<file path="src/rtl/cl_ddr_scrubber_if.sv">
// ============================================================================
// Module      : cl_ddr_scrubber_if
// Description : AXI4 write-channel bundle between the DDR scrubber (master)
//               and the sh_ddr slave port (AW, W and B channels only).
// Revision    : 1.0 - initial release
// ============================================================================
`default_nettype none

interface cl_ddr_scrubber_if;
  // AW channel
  logic [5:0]   cl_sh_ddr_awid;
  logic [63:0]  cl_sh_ddr_awaddr;
  logic [7:0]   cl_sh_ddr_awlen;
  logic         cl_sh_ddr_awvalid;
  logic         sh_cl_ddr_awready;
  // W channel
  logic [5:0]   cl_sh_ddr_wid;
  logic [511:0] cl_sh_ddr_wdata;
  logic [63:0]  cl_sh_ddr_wstrb;
  logic         cl_sh_ddr_wlast;
  logic         cl_sh_ddr_wvalid;
  logic         sh_cl_ddr_wready;
  // B channel
  logic [5:0]   sh_cl_ddr_bid;
  logic [1:0]   sh_cl_ddr_bresp;
  logic         sh_cl_ddr_bvalid;
  logic         cl_sh_ddr_bready;

  modport master (
    output cl_sh_ddr_awid, cl_sh_ddr_awaddr, cl_sh_ddr_awlen, cl_sh_ddr_awvalid,
    input  sh_cl_ddr_awready,
    output cl_sh_ddr_wid, cl_sh_ddr_wdata, cl_sh_ddr_wstrb, cl_sh_ddr_wlast, cl_sh_ddr_wvalid,
    input  sh_cl_ddr_wready,
    input  sh_cl_ddr_bid, sh_cl_ddr_bresp, sh_cl_ddr_bvalid,
    output cl_sh_ddr_bready
  );

  modport slave (
    input  cl_sh_ddr_awid, cl_sh_ddr_awaddr, cl_sh_ddr_awlen, cl_sh_ddr_awvalid,
    output sh_cl_ddr_awready,
    input  cl_sh_ddr_wid, cl_sh_ddr_wdata, cl_sh_ddr_wstrb, cl_sh_ddr_wlast, cl_sh_ddr_wvalid,
    output sh_cl_ddr_wready,
    output sh_cl_ddr_bid, sh_cl_ddr_bresp, sh_cl_ddr_bvalid,
    input  cl_sh_ddr_bready
  );
endinterface

`default_nettype wire

</file>
<file path="src/rtl/cl_ddr_scrubber.sv">
// ============================================================================
// Module      : cl_ddr_scrubber
// Description : AXI4 write-only master that zero-fills (or pattern-fills) one
//               DDR4 channel after reset, one burst outstanding at a time.
//               Optional macro SCRB_PATTERN_EN: each 64-bit lane of wdata
//               carries its own byte address instead of zero.
// Revision    : 1.0 - initial release
// ============================================================================
`default_nettype none

module cl_ddr_scrubber #(
  parameter logic [63:0] MAX_ADDR         = 64'h3FFFFFFFF,
  parameter int          BURST_LEN_MINUS1 = 15,
  parameter logic [5:0]  AXI_ID           = 6'h0
) (
  input  wire logic        clk,
  input  wire logic        rst_n,
  input  wire logic        scrb_enable,
  output logic             scrb_busy,
  output logic             scrb_done,
  output logic             scrb_err,
  output logic [63:0]      scrb_addr,
  input  wire logic        sh_cl_ddr_is_ready,
  cl_ddr_scrubber_if.master ddr
);

  localparam logic [63:0] C_BURST_BYTES = 64'((BURST_LEN_MINUS1 + 1) * 64);
  localparam logic [7:0]  C_LAST_BEAT   = 8'(BURST_LEN_MINUS1);

  typedef enum logic [2:0] {
    S_IDLE     = 3'd0,
    S_WAIT_CAL = 3'd1,
    S_BURST    = 3'd2,
    S_RESP     = 3'd3,
    S_DONE     = 3'd4
  } state_t;

  state_t      r_state, w_state_nxt;
  logic        r_en_q;
  logic [7:0]  r_beat;
  logic        r_aw_done;
  logic        r_w_done;
  logic [63:0] r_addr;
  logic        r_err;

  logic        w_start;
  logic        w_aw_hs;
  logic        w_w_hs;
  logic        w_last;
  logic [63:0] w_next_addr;
  logic        w_unused_bid;

  // Single ID in use, so the returned bid carries no information.
  assign w_unused_bid = ^ddr.sh_cl_ddr_bid;

  assign w_start     = scrb_enable & ~r_en_q;
  assign w_aw_hs     = ddr.cl_sh_ddr_awvalid & ddr.sh_cl_ddr_awready;
  assign w_w_hs      = ddr.cl_sh_ddr_wvalid & ddr.sh_cl_ddr_wready;
  assign w_last      = (r_beat == C_LAST_BEAT);
  assign w_next_addr = r_addr + C_BURST_BYTES;

  assign scrb_addr = r_addr;
  assign scrb_err  = r_err;

  assign ddr.cl_sh_ddr_awid   = AXI_ID;
  assign ddr.cl_sh_ddr_awaddr = r_addr;
  assign ddr.cl_sh_ddr_awlen  = C_LAST_BEAT;
  assign ddr.cl_sh_ddr_wid    = AXI_ID;
  assign ddr.cl_sh_ddr_wstrb  = '1;

`ifdef SCRB_PATTERN_EN
  logic [63:0] w_beat_base;
  assign w_beat_base = r_addr + {50'd0, r_beat, 6'd0};
  for (genvar i = 0; i < 8; i++) begin : g_lane
    assign ddr.cl_sh_ddr_wdata[64*i +: 64] = w_beat_base + 64'(8 * i);
  end
`else
  assign ddr.cl_sh_ddr_wdata = '0;
`endif

  // State register.
  always_ff @(posedge clk or negedge rst_n) begin
    if (!rst_n) r_state <= S_IDLE;
    else        r_state <= w_state_nxt;
  end

  // Next-state decode and channel valids; AW and W run independently in BURST.
  always_comb begin
    w_state_nxt           = r_state;
    ddr.cl_sh_ddr_awvalid = 1'b0;
    ddr.cl_sh_ddr_wvalid  = 1'b0;
    ddr.cl_sh_ddr_wlast   = 1'b0;
    ddr.cl_sh_ddr_bready  = 1'b0;
    scrb_busy             = 1'b0;
    scrb_done             = 1'b0;
    unique case (r_state)
      S_IDLE: begin
        if (w_start) w_state_nxt = S_WAIT_CAL;
      end
      S_WAIT_CAL: begin
        scrb_busy = 1'b1;
        if (sh_cl_ddr_is_ready) w_state_nxt = S_BURST;
      end
      S_BURST: begin
        scrb_busy             = 1'b1;
        ddr.cl_sh_ddr_awvalid = ~r_aw_done;
        ddr.cl_sh_ddr_wvalid  = ~r_w_done;
        ddr.cl_sh_ddr_wlast   = ~r_w_done & w_last;
        if ((r_aw_done | w_aw_hs) && (r_w_done | (w_w_hs & w_last)))
          w_state_nxt = S_RESP;
      end
      S_RESP: begin
        scrb_busy            = 1'b1;
        ddr.cl_sh_ddr_bready = 1'b1;
        if (ddr.sh_cl_ddr_bvalid) begin
          if (w_next_addr > MAX_ADDR) w_state_nxt = S_DONE;
          else if (!scrb_enable)      w_state_nxt = S_IDLE;
          else                        w_state_nxt = S_BURST;
        end
      end
      S_DONE: begin
        scrb_done = 1'b1;
        if (w_start) w_state_nxt = S_WAIT_CAL;
      end
      default: w_state_nxt = S_IDLE;
    endcase
  end

  // Enable edge history, burst bookkeeping, address advance and sticky error.
  always_ff @(posedge clk or negedge rst_n) begin
    if (!rst_n) begin
      r_en_q    <= 1'b0;
      r_beat    <= 8'd0;
      r_aw_done <= 1'b0;
      r_w_done  <= 1'b0;
      r_addr    <= 64'd0;
      r_err     <= 1'b0;
    end else begin
      r_en_q <= scrb_enable;
      if ((r_state == S_IDLE || r_state == S_DONE) && w_start) begin
        r_addr <= 64'd0;
        r_err  <= 1'b0;
      end
      if (r_state == S_RESP && ddr.sh_cl_ddr_bvalid) begin
        r_addr <= w_next_addr;
        if (ddr.sh_cl_ddr_bresp != 2'b00) r_err <= 1'b1;
      end
      if (r_state != S_BURST) begin
        r_beat    <= 8'd0;
        r_aw_done <= 1'b0;
        r_w_done  <= 1'b0;
      end else begin
        if (w_aw_hs) r_aw_done <= 1'b1;
        if (w_w_hs) begin
          r_beat <= r_beat + 8'd1;
          if (w_last) r_w_done <= 1'b1;
        end
      end
    end
  end

endmodule

`default_nettype wire

</file>
<file path="src/flat_wrapper.sv">
// flat-port wrapper written by rule: the top's interface ports become plain ports
module cl_ddr_scrubber_flat 
#(
  parameter logic [63:0] MAX_ADDR         = 64'h3FFFFFFFF,
  parameter int          BURST_LEN_MINUS1 = 15,
  parameter logic [5:0]  AXI_ID           = 6'h0
)
  (clk, rst_n, scrb_enable, scrb_busy, scrb_done, scrb_err, scrb_addr, sh_cl_ddr_is_ready, ddr_cl_sh_ddr_awid, ddr_cl_sh_ddr_awaddr, ddr_cl_sh_ddr_awlen, ddr_cl_sh_ddr_awvalid, ddr_sh_cl_ddr_awready, ddr_cl_sh_ddr_wid, ddr_cl_sh_ddr_wdata, ddr_cl_sh_ddr_wstrb, ddr_cl_sh_ddr_wlast, ddr_cl_sh_ddr_wvalid, ddr_sh_cl_ddr_wready, ddr_sh_cl_ddr_bid, ddr_sh_cl_ddr_bresp, ddr_sh_cl_ddr_bvalid, ddr_cl_sh_ddr_bready);
  cl_ddr_scrubber_if ddr_i ();
  input  wire logic clk;
  input  wire logic rst_n;
  input  wire logic scrb_enable;
  output logic scrb_busy;
  output logic scrb_done;
  output logic scrb_err;
  output logic [63:0] scrb_addr;
  input  wire logic sh_cl_ddr_is_ready;
  output wire logic [$bits(ddr_i.cl_sh_ddr_awid)-1:0] ddr_cl_sh_ddr_awid;
  output wire logic [$bits(ddr_i.cl_sh_ddr_awaddr)-1:0] ddr_cl_sh_ddr_awaddr;
  output wire logic [$bits(ddr_i.cl_sh_ddr_awlen)-1:0] ddr_cl_sh_ddr_awlen;
  output wire logic [$bits(ddr_i.cl_sh_ddr_awvalid)-1:0] ddr_cl_sh_ddr_awvalid;
  input wire logic [$bits(ddr_i.sh_cl_ddr_awready)-1:0] ddr_sh_cl_ddr_awready;
  output wire logic [$bits(ddr_i.cl_sh_ddr_wid)-1:0] ddr_cl_sh_ddr_wid;
  output wire logic [$bits(ddr_i.cl_sh_ddr_wdata)-1:0] ddr_cl_sh_ddr_wdata;
  output wire logic [$bits(ddr_i.cl_sh_ddr_wstrb)-1:0] ddr_cl_sh_ddr_wstrb;
  output wire logic [$bits(ddr_i.cl_sh_ddr_wlast)-1:0] ddr_cl_sh_ddr_wlast;
  output wire logic [$bits(ddr_i.cl_sh_ddr_wvalid)-1:0] ddr_cl_sh_ddr_wvalid;
  input wire logic [$bits(ddr_i.sh_cl_ddr_wready)-1:0] ddr_sh_cl_ddr_wready;
  input wire logic [$bits(ddr_i.sh_cl_ddr_bid)-1:0] ddr_sh_cl_ddr_bid;
  input wire logic [$bits(ddr_i.sh_cl_ddr_bresp)-1:0] ddr_sh_cl_ddr_bresp;
  input wire logic [$bits(ddr_i.sh_cl_ddr_bvalid)-1:0] ddr_sh_cl_ddr_bvalid;
  output wire logic [$bits(ddr_i.cl_sh_ddr_bready)-1:0] ddr_cl_sh_ddr_bready;
  assign ddr_cl_sh_ddr_awid = ddr_i.cl_sh_ddr_awid;
  assign ddr_cl_sh_ddr_awaddr = ddr_i.cl_sh_ddr_awaddr;
  assign ddr_cl_sh_ddr_awlen = ddr_i.cl_sh_ddr_awlen;
  assign ddr_cl_sh_ddr_awvalid = ddr_i.cl_sh_ddr_awvalid;
  assign ddr_i.sh_cl_ddr_awready = ddr_sh_cl_ddr_awready;
  assign ddr_cl_sh_ddr_wid = ddr_i.cl_sh_ddr_wid;
  assign ddr_cl_sh_ddr_wdata = ddr_i.cl_sh_ddr_wdata;
  assign ddr_cl_sh_ddr_wstrb = ddr_i.cl_sh_ddr_wstrb;
  assign ddr_cl_sh_ddr_wlast = ddr_i.cl_sh_ddr_wlast;
  assign ddr_cl_sh_ddr_wvalid = ddr_i.cl_sh_ddr_wvalid;
  assign ddr_i.sh_cl_ddr_wready = ddr_sh_cl_ddr_wready;
  assign ddr_i.sh_cl_ddr_bid = ddr_sh_cl_ddr_bid;
  assign ddr_i.sh_cl_ddr_bresp = ddr_sh_cl_ddr_bresp;
  assign ddr_i.sh_cl_ddr_bvalid = ddr_sh_cl_ddr_bvalid;
  assign ddr_cl_sh_ddr_bready = ddr_i.cl_sh_ddr_bready;
  cl_ddr_scrubber #(.MAX_ADDR(MAX_ADDR), .BURST_LEN_MINUS1(BURST_LEN_MINUS1), .AXI_ID(AXI_ID)) u_core (.clk(clk), .rst_n(rst_n), .scrb_enable(scrb_enable), .scrb_busy(scrb_busy), .scrb_done(scrb_done), .scrb_err(scrb_err), .scrb_addr(scrb_addr), .sh_cl_ddr_is_ready(sh_cl_ddr_is_ready), .ddr(ddr_i));
endmodule
</file>
<file path="config.mk">
export PLATFORM = sky130hd
export DESIGN_NAME = cl_ddr_scrubber_flat
export DESIGN_NICKNAME = d
export VERILOG_FILES = /design/src/rtl/cl_ddr_scrubber_if.sv /design/src/rtl/cl_ddr_scrubber.sv /design/src/flat_wrapper.sv
export SDC_FILE = /design/constraint.sdc
export NUM_CORES = 1
export LEC_CHECK = 0
export ABC_AREA = 1
export CORE_AREA = 2 2 294 296
export CTS_BUF_LIST = sky130_fd_sc_hd__clkbuf_8 sky130_fd_sc_hd__clkbuf_16
export DETAILED_ROUTE_END_ITERATION = 10
export DIE_AREA = 0 0 296 298
export PLACE_DENSITY_LB_ADDON = 0.08
export SLEW_MARGIN = 15
export SYNTH_ARGS = -nofsm -noshare
export SYNTH_HDL_FRONTEND = slang
export SYNTH_SLANG_ARGS = --single-unit
</file>
<file path="constraint.sdc">
create_clock -name clk -period 4.3 [get_ports clk]
set_input_delay 0.86 -clock clk [delete_from_list [all_inputs] [get_ports clk]]
set_output_delay 0.86 -clock clk [all_outputs]
set_load 0.03 [all_outputs]
</file>
# [Word level (Yosys, flattened, before mapping)]
# Cells that the tools add are included.
[totals] regBits=79 in_bits=15
[classes] magnitude_cmp=1 muxes=25 reduce_logical=14 bitwise=10 addsub=2 n_eq_ne=10
[op_table] cell="64-bit 2-to-1 mux" count=2
[op_table] cell="64-bit by 11-bit adder with 64-bit output, second input constant" count=1
[op_table] cell="64-bit by 34-bit > comparator with 1-bit output, second input constant" count=1
[op_table] cell="8-bit 2-to-1 mux" count=2
[op_table] cell="3-bit 2-to-1 mux" count=5
[op_table] cell="1-bit 2-to-1 mux" count=14
[op_table] cell="3-bit one-hot mux with 4 select lines" count=1
[op_table] cell="2-bit nonzero test" count=5
[op_table] cell="8-bit by 1-bit adder with 8-bit output, second input constant" count=1
[op_table] cell="8-bit by 4-bit == test with 1-bit output, second input constant" count=1
[op_table] cell="3-bit by 2-bit == test with 1-bit output, second input constant" count=2
[op_table] cell="1-bit bitwise AND" count=5
[op_table] cell="2-bit by 1-bit != test with 1-bit output, second input constant" count=2
[op_table] cell="2-bit != test, second input constant" count=2
[op_table] cell="4-bit AND reduction" count=1
[op_table] cell="3-bit by 1-bit == test with 1-bit output, second input constant" count=1
[op_table] cell="3-bit == test, second input constant" count=1
[op_table] cell="1-bit logical AND" count=3
[op_table] cell="3-bit logical NOT" count=1
[op_table] cell="3-bit by 2-bit != test with 1-bit output, second input constant" count=1
[op_table] cell="1-bit NOT" count=3
[op_table] cell="3-bit OR reduction" count=1
[op_table] cell="2-bit 2-to-1 mux" count=1
[op_table] cell="1-bit OR" count=2
[op_table] cell="3 further kinds" count=3

# [Logic depth before layout (Yosys ltp)]
# Gate-level depths: netlist of run 1.
[logic_depth] ltp_word=8 ltp_mapped=17 mapped_depth_nobuf=17

# [Worst setup path after synthesis of run 1]
# OpenSTA, ideal clock, no wires.
[synth_timing] path_type="flip-flop to output port" startpoint="register u_core.r_beat[0]" endpoint="output ddr_cl_sh_ddr_wlast" t_arrival_ps=1649 slack_ps=1791 path_stages_with_launch=5 cell_sequence="dfrtp_1 ha_1 nand3_1 nor4_1 nor3b_1"
[synth_between] elab_chain_len=3
[synth_lines] item="from (decl)" line="cl_ddr_scrubber.sv:40" rtl="logic [7:0] r_beat;"
[synth_lines] item="from (signal assigned)" line="cl_ddr_scrubber.sv:155" rtl="r_beat <= r_beat + 8'd1;"
[synth_lines] item="8-bit by 4-bit == test with 1-bit output" line="cl_ddr_scrubber.sv:59" rtl="assign w_last = (r_beat == C_LAST_BEAT);"
[synth_lines] item="1-bit bitwise AND" line="cl_ddr_scrubber.sv:108" rtl="ddr.cl_sh_ddr_wlast = ~r_w_done & w_last;"
[synth_lines] item="1-bit 2-to-1 mux" line="cl_ddr_scrubber.sv:96" rtl="unique case (r_state)"
[synth_lines] item="to (decl)" line="flat_wrapper.sv:26" rtl="output wire logic [$bits(ddr_i.cl_sh_ddr_wlast)-1:0] ddr_cl_sh_ddr_wlast;"
# No other way between the ends.

# [Final worst setup path of run 1]
[layout_timing] startpoint="register u_core.r_state[2]" endpoint="output ddr_cl_sh_ddr_wlast"
[layout_between] elab_chain_len=2
[layout_lines] item="from (decl)" line="cl_ddr_scrubber.sv:38" rtl="state_t r_state, w_state_nxt;"
[layout_lines] item="from (signal assigned)" line="cl_ddr_scrubber.sv:84" rtl="else r_state <= w_state_nxt;"
[layout_lines] item="3-bit by 2-bit == test with 1-bit output" line="cl_ddr_scrubber.sv:96"
[layout_lines] item="1-bit 2-to-1 mux" line="cl_ddr_scrubber.sv:96"
# No other way between the ends.

==> results.sh, run 1 <==
export IMPL_rows=107
export IMPL_tightest_slew_ps=791
export IMPL_async_flop_share_pct=100
export IMPL_synth_cell_types=38
export IMPL_drive_gt1_share_pct=4.86
export IMPL_clk_pin_slew_ps=60
export IMPL_hold_buffers=0
export IMPL_hold_path_class="flip-flop to flip-flop"
export IMPL_place_inst=2568
export IMPL_io_pins=746
export IMPL_maxSlewViolCount=0
export IMPL_dr_first_iter_drc_count=295
export IMPL_reg2reg_slack_ps=1410
export IMPL_maxSlewHeadroom_pct=47.3
export IMPL_leakagePower_nw=4.59
export IMPL_critPathLaunchType="flip-flop"
export IMPL_gp_congestion=0.699
export IMPL_routed_wirelength_microns=31800
export IMPL_place_hpwl_microns=26800
export IMPL_cap_viol_max_count=0
export IMPL_synth_top_family_by_area="buffers and inverters"
export IMPL_htreeDepth=3
export IMPL_drc=0
export IMPL_post_cts_buffers=0
export IMPL_overflow=0
export IMPL_dieArea_sq_um=88200
export IMPL_fp_dieW_microns=296
export IMPL_ir_drop_mv=0.193
export IMPL_cts_sinks=69
export IMPL_setup_viol=0
export IMPL_syn_to_final_growth_pct=3.47
export IMPL_ys_warn_count=0
export IMPL_fin_crit_ps=3250
export IMPL_grt_setup_unrepaired="no"
export IMPL_arrival_ps=2390
export IMPL_ys_seq_area_share_pct=18.1
export IMPL_fillers=10000
export IMPL_vias_per_cell=2.49
export IMPL_synth_simple_gate_area_share_pct=18.6
export IMPL_fin_crit_sh_pct=75.6
export IMPL_port_buffers=123
export IMPL_synth_top_cell_by_area="buf_4"
export IMPL_first_global_vias=5772
export IMPL_antenna_cells=0
export IMPL_grt_max_degree=44
export IMPL_p_per_area_nw_per_um2=309
export IMPL_crit_chain="nor3_4 > inv_2 > nor3b_1 > clkdlybuf4s50_1"
export IMPL_grt_usage_pct=6.81
export IMPL_cp_max_fo=8
export IMPL_routed_via_count=6425
export IMPL_syn_area_sq_um=9550
export IMPL_nets=1452
export IMPL_clock_path_buffers=2
export IMPL_fmax_mhz=308
export IMPL_slowest_stage="clkdlybuf4s50_1"
export IMPL_crit_required_ps=3440
export IMPL_core_area_sq_um=84900
export IMPL_dr_pass1_iters=4
export IMPL_start_util_pct=11.3
export IMPL_max_stage_delay_ps=730
export IMPL_drt_wirelength_per_cell_microns=12.3
export IMPL_synth_area_top_cells="buf_4 53%, dfrtp_1 18%, nand2_1 8.4%"
export IMPL_cts_tree="yes"
export IMPL_finalHoldViolations=0
export IMPL_yosys_area_share_adder_pct=0.262
export IMPL_endpoint_kind="primary output"
export IMPL_synth_compound_area_share_pct=5.26
export IMPL_numCtsBuffers=9
export IMPL_synth_xor_area_share_pct=0.917
export IMPL_drtAntennaViolNets=0
export IMPL_status="complete, no violations"
export IMPL_clkLatencyLatePin_ps=370
export IMPL_die_y_microns=298
export IMPL_post_cts_resized=0
export IMPL_antenna_found_initial=2
export IMPL_synth_top_area_share_pct=52.6
export IMPL_final_cells=2584
export IMPL_ys_flop_type="dfrtp_1"
export IMPL_ys_ff_latch=69
export IMPL_worst_clock_skew_ps=10.2
export IMPL_syn_inst=1353
export IMPL_path_class="flip-flop to primary output"
export IMPL_synthMuxAreaShare_pct=0.340
export IMPL_synth_edf_count=0
export IMPL_root_buffer="clkbuf_16"
export IMPL_syn_mean_instance_area_sq_um=7.06
export IMPL_grt_pass1_wl_microns=42800
export IMPL_tns_ps=0
[path summary, 6_finish.rpt]
kind | startpoint | end | cells past startpoint
setup / recovery | u_core.r_state[2] | ddr_cl_sh_ddr_wlast | 4
hold / removal | u_core.r_beat[7] | u_core.r_beat[7] | 1
setup reg to reg | u_core.ddr.cl_sh_ddr_awaddr[43] | u_core.r_state[1] | 16
hold reg to reg | u_core.r_beat[7] | u_core.r_beat[7] | 1
max in group asynchronous | rst_n | u_core.ddr.cl_sh_ddr_awaddr[51] | 2
min in group asynchronous | rst_n | u_core.ddr.cl_sh_ddr_awaddr[26] | 1
[routing by layer]
| metal | vias to the layer above | share of wire (%) | global-route usage [%] |
|---|---|---|---|
| li1 | 3081 | - | - |
| met1 | 3002 | 44 | 8.65 |
| met2 | 323 | 51 | 12.0 |
| met3 | 19 | 4.8 | 1.10 |
| met4 | 0 | 0.98 | 1.41 |
| met5 | - | 0 | 0 |
[cells by family after synthesis]
kind of cell	after synthesis
buf+inv	766
compound gates	88
simple gates	413
fa+ha+maj	2
mux	3
xor+xnor	10
other cells	2
flops	69
[synth_stat cells (2+ instances only)]
cell type and n:
a22o_1 2, nor2_1 115, inv_2 8, nand2_2 6, nand3_2 3, mux2_2 2, o21ai_0 39, nand3_1 34
a22oi_1 3, buf_2 3, clkbuf_1 6, nor2_2 11, dfrtp_1 69, nor3_2 2, nand2_1 215, nor2_4 5
inv_1 77, conb_1 2, o21ai_1 3, clkinv_1 2, nand4_1 14, a21oi_1 10, buf_4 670, nor3b_1 2
ha_1 2, o22ai_1 26, xor2_1 10, a21o_1 2
[where the power goes]
group	internal (W)	switching, W	total (W)
Combinational	0.000223	0.00119	0.00141
Clock	0.000537	0.000346	0.000882
Sequential	0.000692	0.0000654	0.000757
Total	0.00145	0.00160	0.00305
[state kept, by name, summed over array words and instances (netlist names)]
name                         count
u_core.r_en_q                    1
u_core.r_beat                    8
u_core.r_w_done                  1
u_core.ddr.cl_sh_ddr_awaddr     54
u_core.r_aw_done                 1
u_core.scrb_err                  1
u_core.r_state                   3
[metrics by stage]
stage / cell area (sq um) / util [%] / worst slack [ps] / hold slack [ps] / power (W)
floorplan: 11900 / - / 1790 / 434 / 0.00229
global placement: 9560 / 11.3 / 1270 / 455 / 0.00220
detailed placement: 9560 / 11.3 / 1280 / 463 / 0.00219
CTS: 9890 / 11.6 / 984 / 472 / 0.00312
global route: 9890 / 11.6 / 802 / 498 / 0.00324
finish: 9890 / 11.6 / 1050 / 471 / 0.00305
[placed cells by master (no fill, tap or decap), types with 2 or more instances in the layout]
master,instances
nor2_1,115
clkbuf_8,2
a22oi_1,3
bufinv_16,2
clkinv_1,2
o22ai_1,26
mux2_2,2
buf_4,12
clkinv_2,2
nand3_2,3
a21oi_1,10
xor2_1,10
nand4_1,14
nand3_1,34
a21o_1,2
dfrtp_1,69
o21ai_1,3
inv_2,8
o21ai_0,39
nand2_2,6
clkbuf_16,9
conb_1,616
a22o_1,2
inv_1,78
ha_1,2
nor3b_1,2
nand2_1,215
nor2_2,11
clkdlybuf4s50_1,122
nor3_2,2
nor2_4,5
[area by class of cell]
type | count | area [sq um] | area share [%]
Clock buffer | 11 | 253 | 2.56
Multi-Input combinational cell | 1132 | 4740 | 47.9
Inverter | 87 | 327 | 3.30
Clock inverter | 5 | 73.8 | 0.747
Sequential cell | 69 | 1730 | 17.5
Tap cell | 1144 | 1430 | 14.5
Timing Repair Buffer | 136 | 1340 | 13.5
[worst max-delay path, delay by kind of cell, from the launching register on]
family                 cells  cell delay (ps)
buffers and inverters      2              910
AND/OR/NAND/NOR            2              660
flip-flops                 1              450
Power figures use the tool's default switching activity.
==> inputs of run 2 (changes only) <==
==> constraint.sdc (replaced) <==
create_clock -name clk -period 2.8 [get_ports clk]
set_input_delay 0.56 -clock clk [delete_from_list [all_inputs] [get_ports clk]]
set_output_delay 0.56 -clock clk [all_outputs]
set_load 0.03 [all_outputs]
==> results.sh, run 2 (same netlist as run 1, synthesis figures left out) <==
export IMPL_io_pins=746
export IMPL_place_hpwl_microns=27800
export IMPL_htreeDepth=3
export IMPL_cts_tree="yes"
export IMPL_crit_required_ps=2240
export IMPL_vias_per_cell=2.51
export IMPL_leakagePower_nw=4.96
export IMPL_status="complete, no violations"
export IMPL_drc=0
export IMPL_finalPower_w=0.00475
export IMPL_syn_to_final_growth_pct=9.10
export IMPL_start_util_pct=11.3
export IMPL_grt_setup_unrepaired="no"
export IMPL_cts_sinks=69
export IMPL_worst_hold_slack_ps=463
export IMPL_overflow=0
export IMPL_fmax_mhz=386
export IMPL_gp_congestion=0.720
export IMPL_tightest_slew_ps=607
export IMPL_ir_drop_mv=0.315
export IMPL_post_cts_buffers=0
export IMPL_root_buffer="clkbuf_16"
export IMPL_die_y_microns=298
export IMPL_finalHoldViolations=0
export IMPL_grt_max_degree=38
export IMPL_first_global_vias=5954
export IMPL_routed_via_count=6657
export IMPL_largest_reg_flops=54
export IMPL_path_class="flip-flop to primary output"
export IMPL_arrival_ps=2030
export IMPL_place_area_sq_um=10100
export IMPL_clock_path_buffers=2
export IMPL_dr_first_iter_drc_count=391
export IMPL_final_common_cell="conb_1"
export IMPL_core_area_sq_um=84900
export IMPL_dieArea_sq_um=88200
export IMPL_cp_max_fo=8
export IMPL_routed_wirelength_microns=32500
export IMPL_numCtsBuffers=9
export IMPL_antenna_cells=0
export IMPL_dr_pass1_iters=4
export IMPL_fin_area_sq_um=10400
export IMPL_fp_dieW_microns=296
export IMPL_drtAntennaViolNets=0
export IMPL_reg2reg_slack_ps=310
export IMPL_port_buffers=123
export IMPL_fin_crit_sh_pct=92.6
export IMPL_hold_path_class="flip-flop to flip-flop"
export IMPL_clk_pin_slew_ps=70
export IMPL_tns_ps=0
export IMPL_p_per_area_nw_per_um2=456
export IMPL_clkLatencyLatePin_ps=380
export IMPL_maxSlewViolCount=0
export IMPL_drive_gt1_share_pct=9.40
export IMPL_final_cell_mix="616 x conb_1, 215 x nand2_1, 121 x clkdlybuf4s50_1"
export IMPL_nets=1523
export IMPL_cap_viol_max_count=0
export IMPL_grt_pass1_wl_microns=44200
export IMPL_setup_viol=0
export IMPL_rows=107
export IMPL_grt_usage_pct=7.08
export IMPL_critPathLaunchType="flip-flop"
export IMPL_antenna_found_initial=0
export IMPL_endpoint_kind="primary output"
export IMPL_maxSlewHeadroom_pct=59.5
export IMPL_drt_wirelength_per_cell_microns=12.2
export IMPL_fin_crit_ps=2590
export IMPL_worst_clock_skew_ps=11.6
==> run 2: cell types whose count changed in the layout (fill, tap and decap cells not counted), sizes merged <==
cell and change:
buf +71, clkdlybuf4s50 -1, dlygate4sd3 +1
==> run 2: routing by layer <==
layer	GRT usage (%)	vias to the layer above	wire, microns
met2	12.2	332	16400
met3	1.08	15	1690
met4	1.68	0	358
met1	9.15	3101	14000
li1	-	3209	-
met5	0	-	0
==> run 2: worst max-delay path: stages, from the launching register on <==
cell and delay, ps:
dfrtp_1 440, nor3_4 200, inv_2 120, nor2_2 160
clkdlybuf4s50_1 730
==> run 2: final cells by class <==
type	count	area, sq um
clock buffers	11	253
clock inverters	5	73.8
fillers	9982	74500
inverters	87	327
multi-input cells	1132	4740
flip-flops and latches	69	1730
well taps	1144	1430
repair buffers	207	1870
==> run 2: worst paths after layout <==
check,start,endpoint,cells past startpoint
worst max-delay path,u_core.r_state[2],ddr_cl_sh_ddr_wvalid,4
worst min-delay path,u_core.r_beat[7],u_core.r_beat[7],1
worst max register to register,u_core.ddr.cl_sh_ddr_awaddr[10],u_core.r_state[2],16
worst min register to register,u_core.r_beat[7],u_core.r_beat[7],1
max in group asynchronous,rst_n,u_core.ddr.cl_sh_ddr_awaddr[48],3
min in group asynchronous,rst_n,u_core.ddr.cl_sh_ddr_awaddr[21],2
==> run 2: timing repair <==
item	4_1_cts	5_1_grt
endpoints found under the setup margin	0	1
hold buffers	1	0
gates resized for setup	0	1
endpoints found under the hold margin	1	0
==> run 2: power by group <==
group          leakage [nW]  internal [W]  switching (W)  total (W)
registers             0.955       0.00106      0.0000713    0.00113
clock network         0.167      0.000823       0.000527    0.00135
logic                  3.84      0.000385        0.00188    0.00227
total                  4.96       0.00227        0.00248    0.00475
==> run 2: stage by stage <==
stage | utilization, % | std cells | worst slack (ps)
4_1_cts | 12.3 | 2655 | 93.5
3_3_place_gp | 11.9 | 2638 | 199
2_1_floorplan | - | 1967 | 591
3_5_place_dp | 11.9 | 2638 | 152
5_1_grt | 12.3 | 2655 | 10.7
6_report | 12.3 | 2655 | 208
==> inputs of run 3 (changes only) <==
--- a/config.mk
+++ b/config.mk
@@ -8,6 +8,7 @@
 export ABC_AREA = 1
 export CORE_AREA = 2 2 294 296
 export CTS_BUF_LIST = sky130_fd_sc_hd__clkbuf_8 sky130_fd_sc_hd__clkbuf_16
+export CTS_CLUSTER_DIAMETER = 50
 export DETAILED_ROUTE_END_ITERATION = 10
 export DIE_AREA = 0 0 296 298
 export PLACE_DENSITY_LB_ADDON = 0.08
==> results of run 3 <==
No change in the layout: final DEF, timing and power equal those of run 2.
